===== src/rtl/encoder_bcd_seq_pkg.sv =====
// Shared types and sizing helpers for the sequential binary-to-BCD encoder.
// bcd_digits() lets integrators size DIGITS for a given binary width.
package encoder_bcd_seq_pkg;

  typedef enum logic [0:0] {
    StIdle,
    StShift
  } state_e;

  // ceil(width * log10(2)) using log10(2) ~= 0.30103.
  function automatic int unsigned bcd_digits(input int unsigned width);
    return (width * 30103 + 99999) / 100000;
  endfunction

  function automatic int unsigned cnt_width(input int unsigned width);
    return $clog2(width + 1);
  endfunction

endpackage


===== src/rtl/encoder_bcd_seq_add3.sv =====
// One double-dabble correction cell: add 3 to a BCD digit that is 5 or more.
module bcd_add3_digit (
  input  logic [3:0] digit_i,
  output logic [3:0] digit_o
);

  assign digit_o = (digit_i >= 4'd5) ? digit_i + 4'd3 : digit_i;

endmodule


===== src/rtl/encoder_bcd_seq.sv =====
// Iterative shift-and-add-3 binary-to-BCD encoder, one input bit per clock, with
// start/ready/valid handshake, overflow detection and leading-zero blanking.
module encoder_bcd_seq
  import encoder_bcd_seq_pkg::*;
#(
  parameter int unsigned WIDTH  = 8,
  parameter int unsigned DIGITS = 3
) (
  input  logic                  Clock,
  input  logic                  Reset,
  input  logic                  Start,
  input  logic [WIDTH-1:0]      BinaryInput,
  output logic                  Ready,
  output logic                  Valid,
  output logic [4*DIGITS-1:0]   BCD,
  output logic                  Overflow,
  output logic [DIGITS-1:0]     BlankMask
);

  localparam int unsigned CntW = cnt_width(WIDTH);
  localparam logic [DIGITS-1:0] MaskRst = ~(DIGITS'(1));

  state_e state_q, state_d;

  logic [WIDTH-1:0]    bin_q, bin_d;
  logic [4*DIGITS-1:0] scratch_q, scratch_d;
  logic                ovf_acc_q, ovf_acc_d;
  logic [CntW-1:0]     cnt_q, cnt_d;
  logic [4*DIGITS-1:0] bcd_q, bcd_d;
  logic                ovf_q, ovf_d;
  logic [DIGITS-1:0]   mask_q, mask_d;
  logic                valid_q, valid_d;

  logic [4*DIGITS-1:0] adj;
  logic [4*DIGITS-1:0] scratch_next;
  logic [WIDTH-1:0]    bin_next;
  logic                shift_out;
  logic [DIGITS-1:0]   mask_next;
  logic                all_zero;
  logic                last_step;

  for (genvar g = 0; g < DIGITS; g++) begin : g_add3
    bcd_add3_digit u_add3 (
      .digit_i (scratch_q[4*g +: 4]),
      .digit_o (adj[4*g +: 4])
    );
  end

  assign shift_out    = adj[4*DIGITS-1];
  assign scratch_next = {adj[4*DIGITS-2:0], bin_q[WIDTH-1]};
  assign bin_next     = bin_q << 1;
  assign last_step    = (cnt_q == CntW'(1));

  // Digit i is blank when it and every more-significant digit are zero.
  always_comb begin
    mask_next = '0;
    all_zero  = 1'b1;
    for (int i = int'(DIGITS) - 1; i >= 1; i--) begin
      all_zero     = all_zero & (scratch_next[4*i +: 4] == 4'd0);
      mask_next[i] = all_zero;
    end
  end

  always_ff @(posedge Clock or posedge Reset) begin
    if (Reset) begin
      state_q <= StIdle;
    end else begin
      state_q <= state_d;
    end
  end

  always_comb begin
    state_d = state_q;
    unique case (state_q)
      StIdle:  if (Start) state_d = StShift;
      StShift: if (last_step) state_d = StIdle;
      default: state_d = StIdle;
    endcase
  end

  always_comb begin
    bin_d     = bin_q;
    scratch_d = scratch_q;
    ovf_acc_d = ovf_acc_q;
    cnt_d     = cnt_q;
    bcd_d     = bcd_q;
    ovf_d     = ovf_q;
    mask_d    = mask_q;
    valid_d   = 1'b0;
    unique case (state_q)
      StIdle: begin
        if (Start) begin
          bin_d     = BinaryInput;
          scratch_d = '0;
          ovf_acc_d = 1'b0;
          cnt_d     = CntW'(WIDTH);
        end
      end
      StShift: begin
        bin_d     = bin_next;
        scratch_d = scratch_next;
        ovf_acc_d = ovf_acc_q | shift_out;
        cnt_d     = cnt_q - CntW'(1);
        if (last_step) begin
          bcd_d   = scratch_next;
          ovf_d   = ovf_acc_q | shift_out;
          mask_d  = mask_next;
          valid_d = 1'b1;
        end
      end
      default: ;
    endcase
  end

  always_ff @(posedge Clock or posedge Reset) begin
    if (Reset) begin
      bin_q     <= '0;
      scratch_q <= '0;
      ovf_acc_q <= 1'b0;
      cnt_q     <= '0;
      bcd_q     <= '0;
      ovf_q     <= 1'b0;
      mask_q    <= MaskRst;
      valid_q   <= 1'b0;
    end else begin
      bin_q     <= bin_d;
      scratch_q <= scratch_d;
      ovf_acc_q <= ovf_acc_d;
      cnt_q     <= cnt_d;
      bcd_q     <= bcd_d;
      ovf_q     <= ovf_d;
      mask_q    <= mask_d;
      valid_q   <= valid_d;
    end
  end

  always_comb begin
    Ready     = (state_q == StIdle);
    Valid     = valid_q;
    BCD       = bcd_q;
    Overflow  = ovf_q;
    BlankMask = mask_q;
  end

endmodule


===== config.mk =====
export PLATFORM = sky130hd
export DESIGN_NAME = encoder_bcd_seq
export DESIGN_NICKNAME = d
export VERILOG_FILES = /design/src/rtl/encoder_bcd_seq_pkg.sv /design/src/rtl/encoder_bcd_seq_add3.sv /design/src/rtl/encoder_bcd_seq.sv
export SDC_FILE = /design/constraint.sdc
export NUM_CORES = 1
export LEC_CHECK = 0
export CAP_MARGIN = 10
export CORE_MARGIN = 3
export CORE_UTILIZATION = 50
export DETAILED_ROUTE_END_ITERATION = 8
export HOLD_SLACK_MARGIN = 0.08
export PLACE_DENSITY = 0.74
export SLEW_MARGIN = 15
export SYNTH_ARGS = -nofsm -noshare
export SYNTH_HDL_FRONTEND = slang
export SYNTH_SLANG_ARGS = --single-unit
export TNS_END_PERCENT = 100

===== constraint.sdc =====
create_clock -name Clock -period 3.3 [get_ports Clock]
set_input_delay 0.66 -clock Clock [delete_from_list [all_inputs] [get_ports Clock]]
set_output_delay 0.66 -clock Clock [all_outputs]
set_load 0.01 [all_outputs]

### After elaboration in Yosys (flattened, before gate mapping)

Index checks and enable logic that the tools add are counted.

| storage, ports and cells | value |
|---|---|
| flip-flop bits (word level) | 42 |
| input bits | 11 |
| output and inout bits | 18 |
| logic and storage cells | 40 |

| cells by class | value |
|---|---|
| $add $sub $neg | 4 |
| magnitude comparators | 3 |
| eq/ne operators | 2 |
| multiplexer cells | 16 |
| bitwise logic cells | 3 |
| reduce and logical (&&, ||, !) cells | 3 |

Operators by type and width:

| cell | number |
|---|---|
| one-hot mux 12 bit (2 select lines) | 1 |
| two-way mux 4 bit | 4 |
| one-hot mux 8 bit (2 select lines) | 1 |
| adder 4 x 2 -> 4 bit (second input constant) | 3 |
| >= comparator 4 x 3 -> 1 bit (second input constant) | 3 |
| two-way mux 12 bit | 1 |
| zero test 4 bit | 2 |
| two-way mux 8 bit | 1 |
| one-hot mux 4 bit (2 select lines) | 1 |
| two-way mux 1 bit | 5 |
| == test 4 x 1 -> 1 bit (second input constant) | 1 |
| one-hot mux 1 bit (2 select lines) | 2 |
| subtractor 4 x 1 -> 4 bit (second input constant) | 1 |
| inequality test 2 bit (second input constant) | 1 |
| AND reduction 2 bit | 1 |
| bitwise AND 1 bit | 1 |
| NOT 1 bit | 1 |
| OR 1 bit | 1 |

### Logic depth before layout (Yosys ltp)

| logic depth | value |
|---|---|
| depth after elaboration | 4 |
| depth in mapped cells | 7 |
| gate-level depth less buffers | 6 |

### Hierarchy

From an unflattened synthesis, not the netlist that was laid out.

| second synthesis, totals | value |
|---|---|
| cell total of the unflattened synthesis | 188 |
| area total of the unflattened synthesis | 2004.4 um^2 |

By module, submodules not included:

| module | instances | cells an instance | area an instance (um^2) | seq. area each (um^2) |
|---|---|---|---|---|
| encoder_bcd_seq | 1 | 140 | 1700.4 | 1053.5 |
| bcd_add3_digit | 3 | 16 | 101.3 | 0.0 |

### Worst setup path after synthesis

OpenSTA, ideal clock, no wires.

| path | value |
|---|---|
| path kind | reg2reg |
| start point | register scratch_q[4] |
| end point | register scratch_q[6] |
| setup time | 83 ps |
| arrival time | 1559 ps |
| required time | 3217 ps |
| setup slack | 1658 ps |
| cell stages (with the launch flop) | 7 |
| buffers on the path | 0 |
| clock period less this slack | 1642 ps |
| cell sequence | dfrtp_1 > inv_1 > ha_1 > nand2b_1 > a21oi_1 > mux2_2 > o22ai_1 |

| on the way | value |
|---|---|
| word-level cells in the longest chain between the ends | 3 |
| elaborated cells between the ends (all ways) | 4 |
| classes of those cells | 1 x add/sub; 1 x order compare; 2 x mux |

Ends and longest elaborated chain:

| element | RTL line | text |
|---|---|---|
| from (decl) | encoder_bcd_seq.sv:26 | `logic [4*DIGITS-1:0] scratch_q, scratch_d;` |
| from (signal assigned) | encoder_bcd_seq.sv:127 | `scratch_q <= scratch_d;` |
| adder 4 x 2 -> 4 bit / >= comparator 4 x 3 -> 1 bit (equally long branches) | encoder_bcd_seq_add3.sv:7 | `assign digit_o = (digit_i >= 4'd5) ? digit_i + 4'd3 : digit_i;` |
| two-way mux 4 bit (*) | encoder_bcd_seq_add3.sv:7 |  |
| one-hot mux 12 bit (2 select lines) (*) | encoder_bcd_seq.sv:90 | `unique case (state_q)` |

Every way passes the cells marked *; elsewhere a longest branch is shown, timed or not.
A chain may end at the register's enable or synchronous reset.

### Worst setup path after layout

| path | value |
|---|---|
| start point | register state_q |
| end point | output port Ready |

| on the way | value |
|---|---|
| word-level cells in the longest chain between the ends | 1 |

Ends and longest elaborated chain:

| element | RTL line | text |
|---|---|---|
| from (decl) | encoder_bcd_seq.sv:23 | `state_e state_q, state_d;` |
| from (signal assigned) | encoder_bcd_seq.sv:66 | `state_q <= StIdle;` |
| from (signal assigned) | encoder_bcd_seq.sv:68 | `state_q <= state_d;` |
| NOT 1 bit | encoder_bcd_seq.sv:138 | `Ready = (state_q == StIdle);` |
| to (decl) | encoder_bcd_seq.sv:13 | `output logic Ready,` |

Every way passes these cells.

==> results.sh <==
export IMPL_fin_nets=254
export IMPL_rr_endpoint="BlankMask[1]"
export IMPL_maxCapViolCount=0
export IMPL_r2r_setup_slack_ps=1190
export IMPL_clkSlewWorstSetupHoldPaths_ps=80
export IMPL_start_util_pct=53.9
export IMPL_post_route_min_period_ps=2490
export IMPL_post_cts_buffers=0
export IMPL_synth_fa_ha_area_share_pct=4.85
export IMPL_peakVddDrop_mv=0.647
export IMPL_finalHoldViolCount=0
export IMPL_cp_start_kind="flop"
export IMPL_timing_final_max_slew_violations=0
export IMPL_grt_pass1_vias=1458
export IMPL_synthMuxAreaShare_pct=6.49
export IMPL_grt_pass1_wl_um=6790
export IMPL_antenna_left=0
export IMPL_yosysUniqueCellTypes=39
export IMPL_synth_flop_cell="dfrtp_1"
export IMPL_reg2reg_depth=4
export IMPL_finalSetupTns_ps=0
export IMPL_hold_class="flop to flop"
export IMPL_core_area_um2=3830
export IMPL_ys_ff_latch=42
export IMPL_seq_area_um2=1050
export IMPL_die_h_um=70.2
export IMPL_synth_compound_area_share_pct=15.2
export IMPL_place_gp_congestion=0.735
export IMPL_overflow=0
export IMPL_synthesis_area_um2=2060
export IMPL_power_density_nw_per_um2=944
export IMPL_dp_cells=276
export IMPL_drive_gt1_share_pct=6.81
export IMPL_clkSinkCount=42
export IMPL_critPathArrivalTime_ps=1830
export IMPL_worstHoldEndpoint="BlankMask[2]"
export IMPL_synth_xor_area_share_pct=1.70
export IMPL_first_pass_iters=4
export IMPL_netlist_instances=210
export IMPL_hpwl_um=2780
export IMPL_end_kind="primary output"
export IMPL_synth_edf_count=0
export IMPL_clockRootBuffer="clkbuf_8"
export IMPL_layout_cells_non_filler=283
export IMPL_portBuffers=27
export IMPL_die_area_um2=4930
export IMPL_cts_resized=0
export IMPL_clock_power_share_pct=13.1
export IMPL_antenna_found_initial=0
export IMPL_worstPathMaxFanout=28
export IMPL_ctsHoldBuffers=0
export IMPL_rsz0062_at_grt="false"
export IMPL_switching_share_pct=38.6
export IMPL_outcome="complete, no violations"
export IMPL_ys_warn_count=0
export IMPL_numCtsBuffers=5
export IMPL_holdCritStartpoint="BlankMask[2]"
export IMPL_via_count=1488
export IMPL_seqPwrFrac_pct=41.2
export IMPL_io_pins=29
export IMPL_routedWlPerCell_um=13.6
export IMPL_fin_skew_ps=7.28
export IMPL_worst_setup_path_type="flop to primary output"
export IMPL_grt_max_degree=43
export IMPL_yosysSeqAreaShare_pct=51.1
export IMPL_cts_tree="built"
export IMPL_syn_num_nets=229
export IMPL_max_slew_margin_pct=44.8
export IMPL_setup_viol=0
export IMPL_fmax_mhz=402
export IMPL_n_fill_cell=333
export IMPL_synthSimpleGateAreaFrac_pct=15.5
export IMPL_die_w_um=70.2
export IMPL_r2r_start="state_q"
export IMPL_drc_errors=0
export IMPL_worstPathRequired_ps=2640
export IMPL_period_share_pct=75.4
export IMPL_vias_per_cell=5.26
export IMPL_p_sw_mw=0.886
export IMPL_htreeDepth=2
export IMPL_clk_latency_ps=290
export IMPL_synth_top_family_by_area="simple AND/OR/NAND/NOR gates"
export IMPL_wirelength_um=3840
export IMPL_syn2layout_area_growth_pct=18.0
export IMPL_multi_input_comb_area_um2=906
export IMPL_worst_pin_slew_ps=828
export IMPL_first_iter_violations=134
export IMPL_antenna_cells=0
export IMPL_grt_usage_pct=17.1
export IMPL_rows=22
export IMPL_async_reset_ff_share_pct=100
export IMPL_internal_power_mw=1.41
export IMPL_power_frac_comb_pct=45.7
export IMPL_syn_avg_cell_area_um2=9.82
export IMPL_leakage_nw=1.07
export IMPL_clockBufferDepth=2
export IMPL_worstHoldPathCells=2
metrics by stage:
step                      utilization [%]  power [mW]  hold WS, ps  instance area (um^2)  setup slack, ps
after floorplan                         -        1.66          449                  2060             1660
after global placement               61.6        1.98          459                  2360             1100
after detailed placement             61.6        2.02          451                  2360             1060
after CTS                            63.6        2.32          461                  2430              797
after global routing                 63.6        2.50          488                  2430              673
final                                63.6        2.30          458                  2430              812
cells by family (layout without fill, tap and decap cells):
kind of cell,Yosys count,in the layout
AOI/OAI and AO/OA,52,52
DFF,42,42
buffers and inverters,24,49
other,1,1
and+or+nand+nor,66,66
adders and majority gates,8,8
xor gates and xnor gates,4,4
muxes,13,13
power by group through the flow:
stage	clock (mW)	combinational [mW]	sequential [mW]
2_1_floorplan	0	0.759	0.899
3_3_place_gp	0	1.04	0.948
3_5_place_dp	0	1.06	0.956
4_1_cts	0.310	1.06	0.947
5_1_grt	0.324	1.19	0.990
6_report	0.302	1.05	0.947
cells in the mapped netlist, types with 5 or more instances:
master / count / area (um^2)
o22ai_1: 11 / 68.8
nor2_1: 9 / 33.8
o21ai_0: 17 / 85.1
clkbuf_1: 5 / 18.8
inv_1: 11 / 41.3
dfrtp_1: 40 / 1000
mux2i_1: 10 / 100
ha_1: 8 / 100
a21oi_1: 9 / 45.0
nand2_1: 39 / 146
layout make-up:
cell class | count | share of cell area, %
tap | 48 | 2.47
timing repair buffer | 30 | 12.0
clock buffer | 7 | 3.14
sequential | 42 | 43.3
multi-input combinational | 144 | 37.2
inverter | 12 | 1.85
flip-flops by register name, summed over array words and instances, names as in the netlist:
| name | flops |
|---|---|
| Valid | 1 |
| BCD | 12 |
| bin_q | 8 |
| state_q | 1 |
| BlankMask | 2 |
| Overflow | 1 |
| ovf_acc_q | 1 |
| scratch_q | 12 |
| cnt_q | 4 |
layout by cell type (no fill, tap or decap), types with 2 or more instances in the layout:
| master | count |
|---|---|
| clkbuf_8 | 5 |
| nor3b_1 | 4 |
| or3_1 | 2 |
| nand2b_1 | 3 |
| o21ai_0 | 17 |
| clkbuf_1 | 2 |
| dfstp_2 | 2 |
| nand2_1 | 39 |
| o21ai_1 | 2 |
| dfrtp_1 | 40 |
| o22a_1 | 2 |
| ha_1 | 8 |
| inv_1 | 11 |
| mux2i_1 | 10 |
| buf_4 | 3 |
| and2_1 | 2 |
| mux2_2 | 3 |
| a31oi_1 | 3 |
| o31ai_1 | 2 |
| clkdlybuf4s50_1 | 27 |
| xnor2_1 | 4 |
| a21oi_1 | 9 |
| nor2_1 | 9 |
| o22ai_1 | 11 |
critical path: stages (launching register included):
cell,delay (ps)
dfrtp_1,890
inv_1,140
clkdlybuf4s50_1,520
metal layers:
metal | vias to the layer above | GRT usage, % | share of wire (%)
met2 | 24 | 27.9 | 49
met4 | 0 | 3.83 | 0.99
li1 | 765 | - | -
met3 | 4 | 4.46 | 3.3
met1 | 695 | 22.7 | 47
met5 | - | 0 | 0
worst max-delay path by stage:
stage / startpoint / end / cells past startpoint
after floorplan: scratch_q[4] / scratch_q[6] / 6
final: state_q / Ready / 2
after global placement: Start / bin_q[2] / 4
after CTS: state_q / Ready / 2
after global routing: state_q / Ready / 2
after detailed placement: Start / bin_q[0] / 4
(Power assumes the default switching activity.)
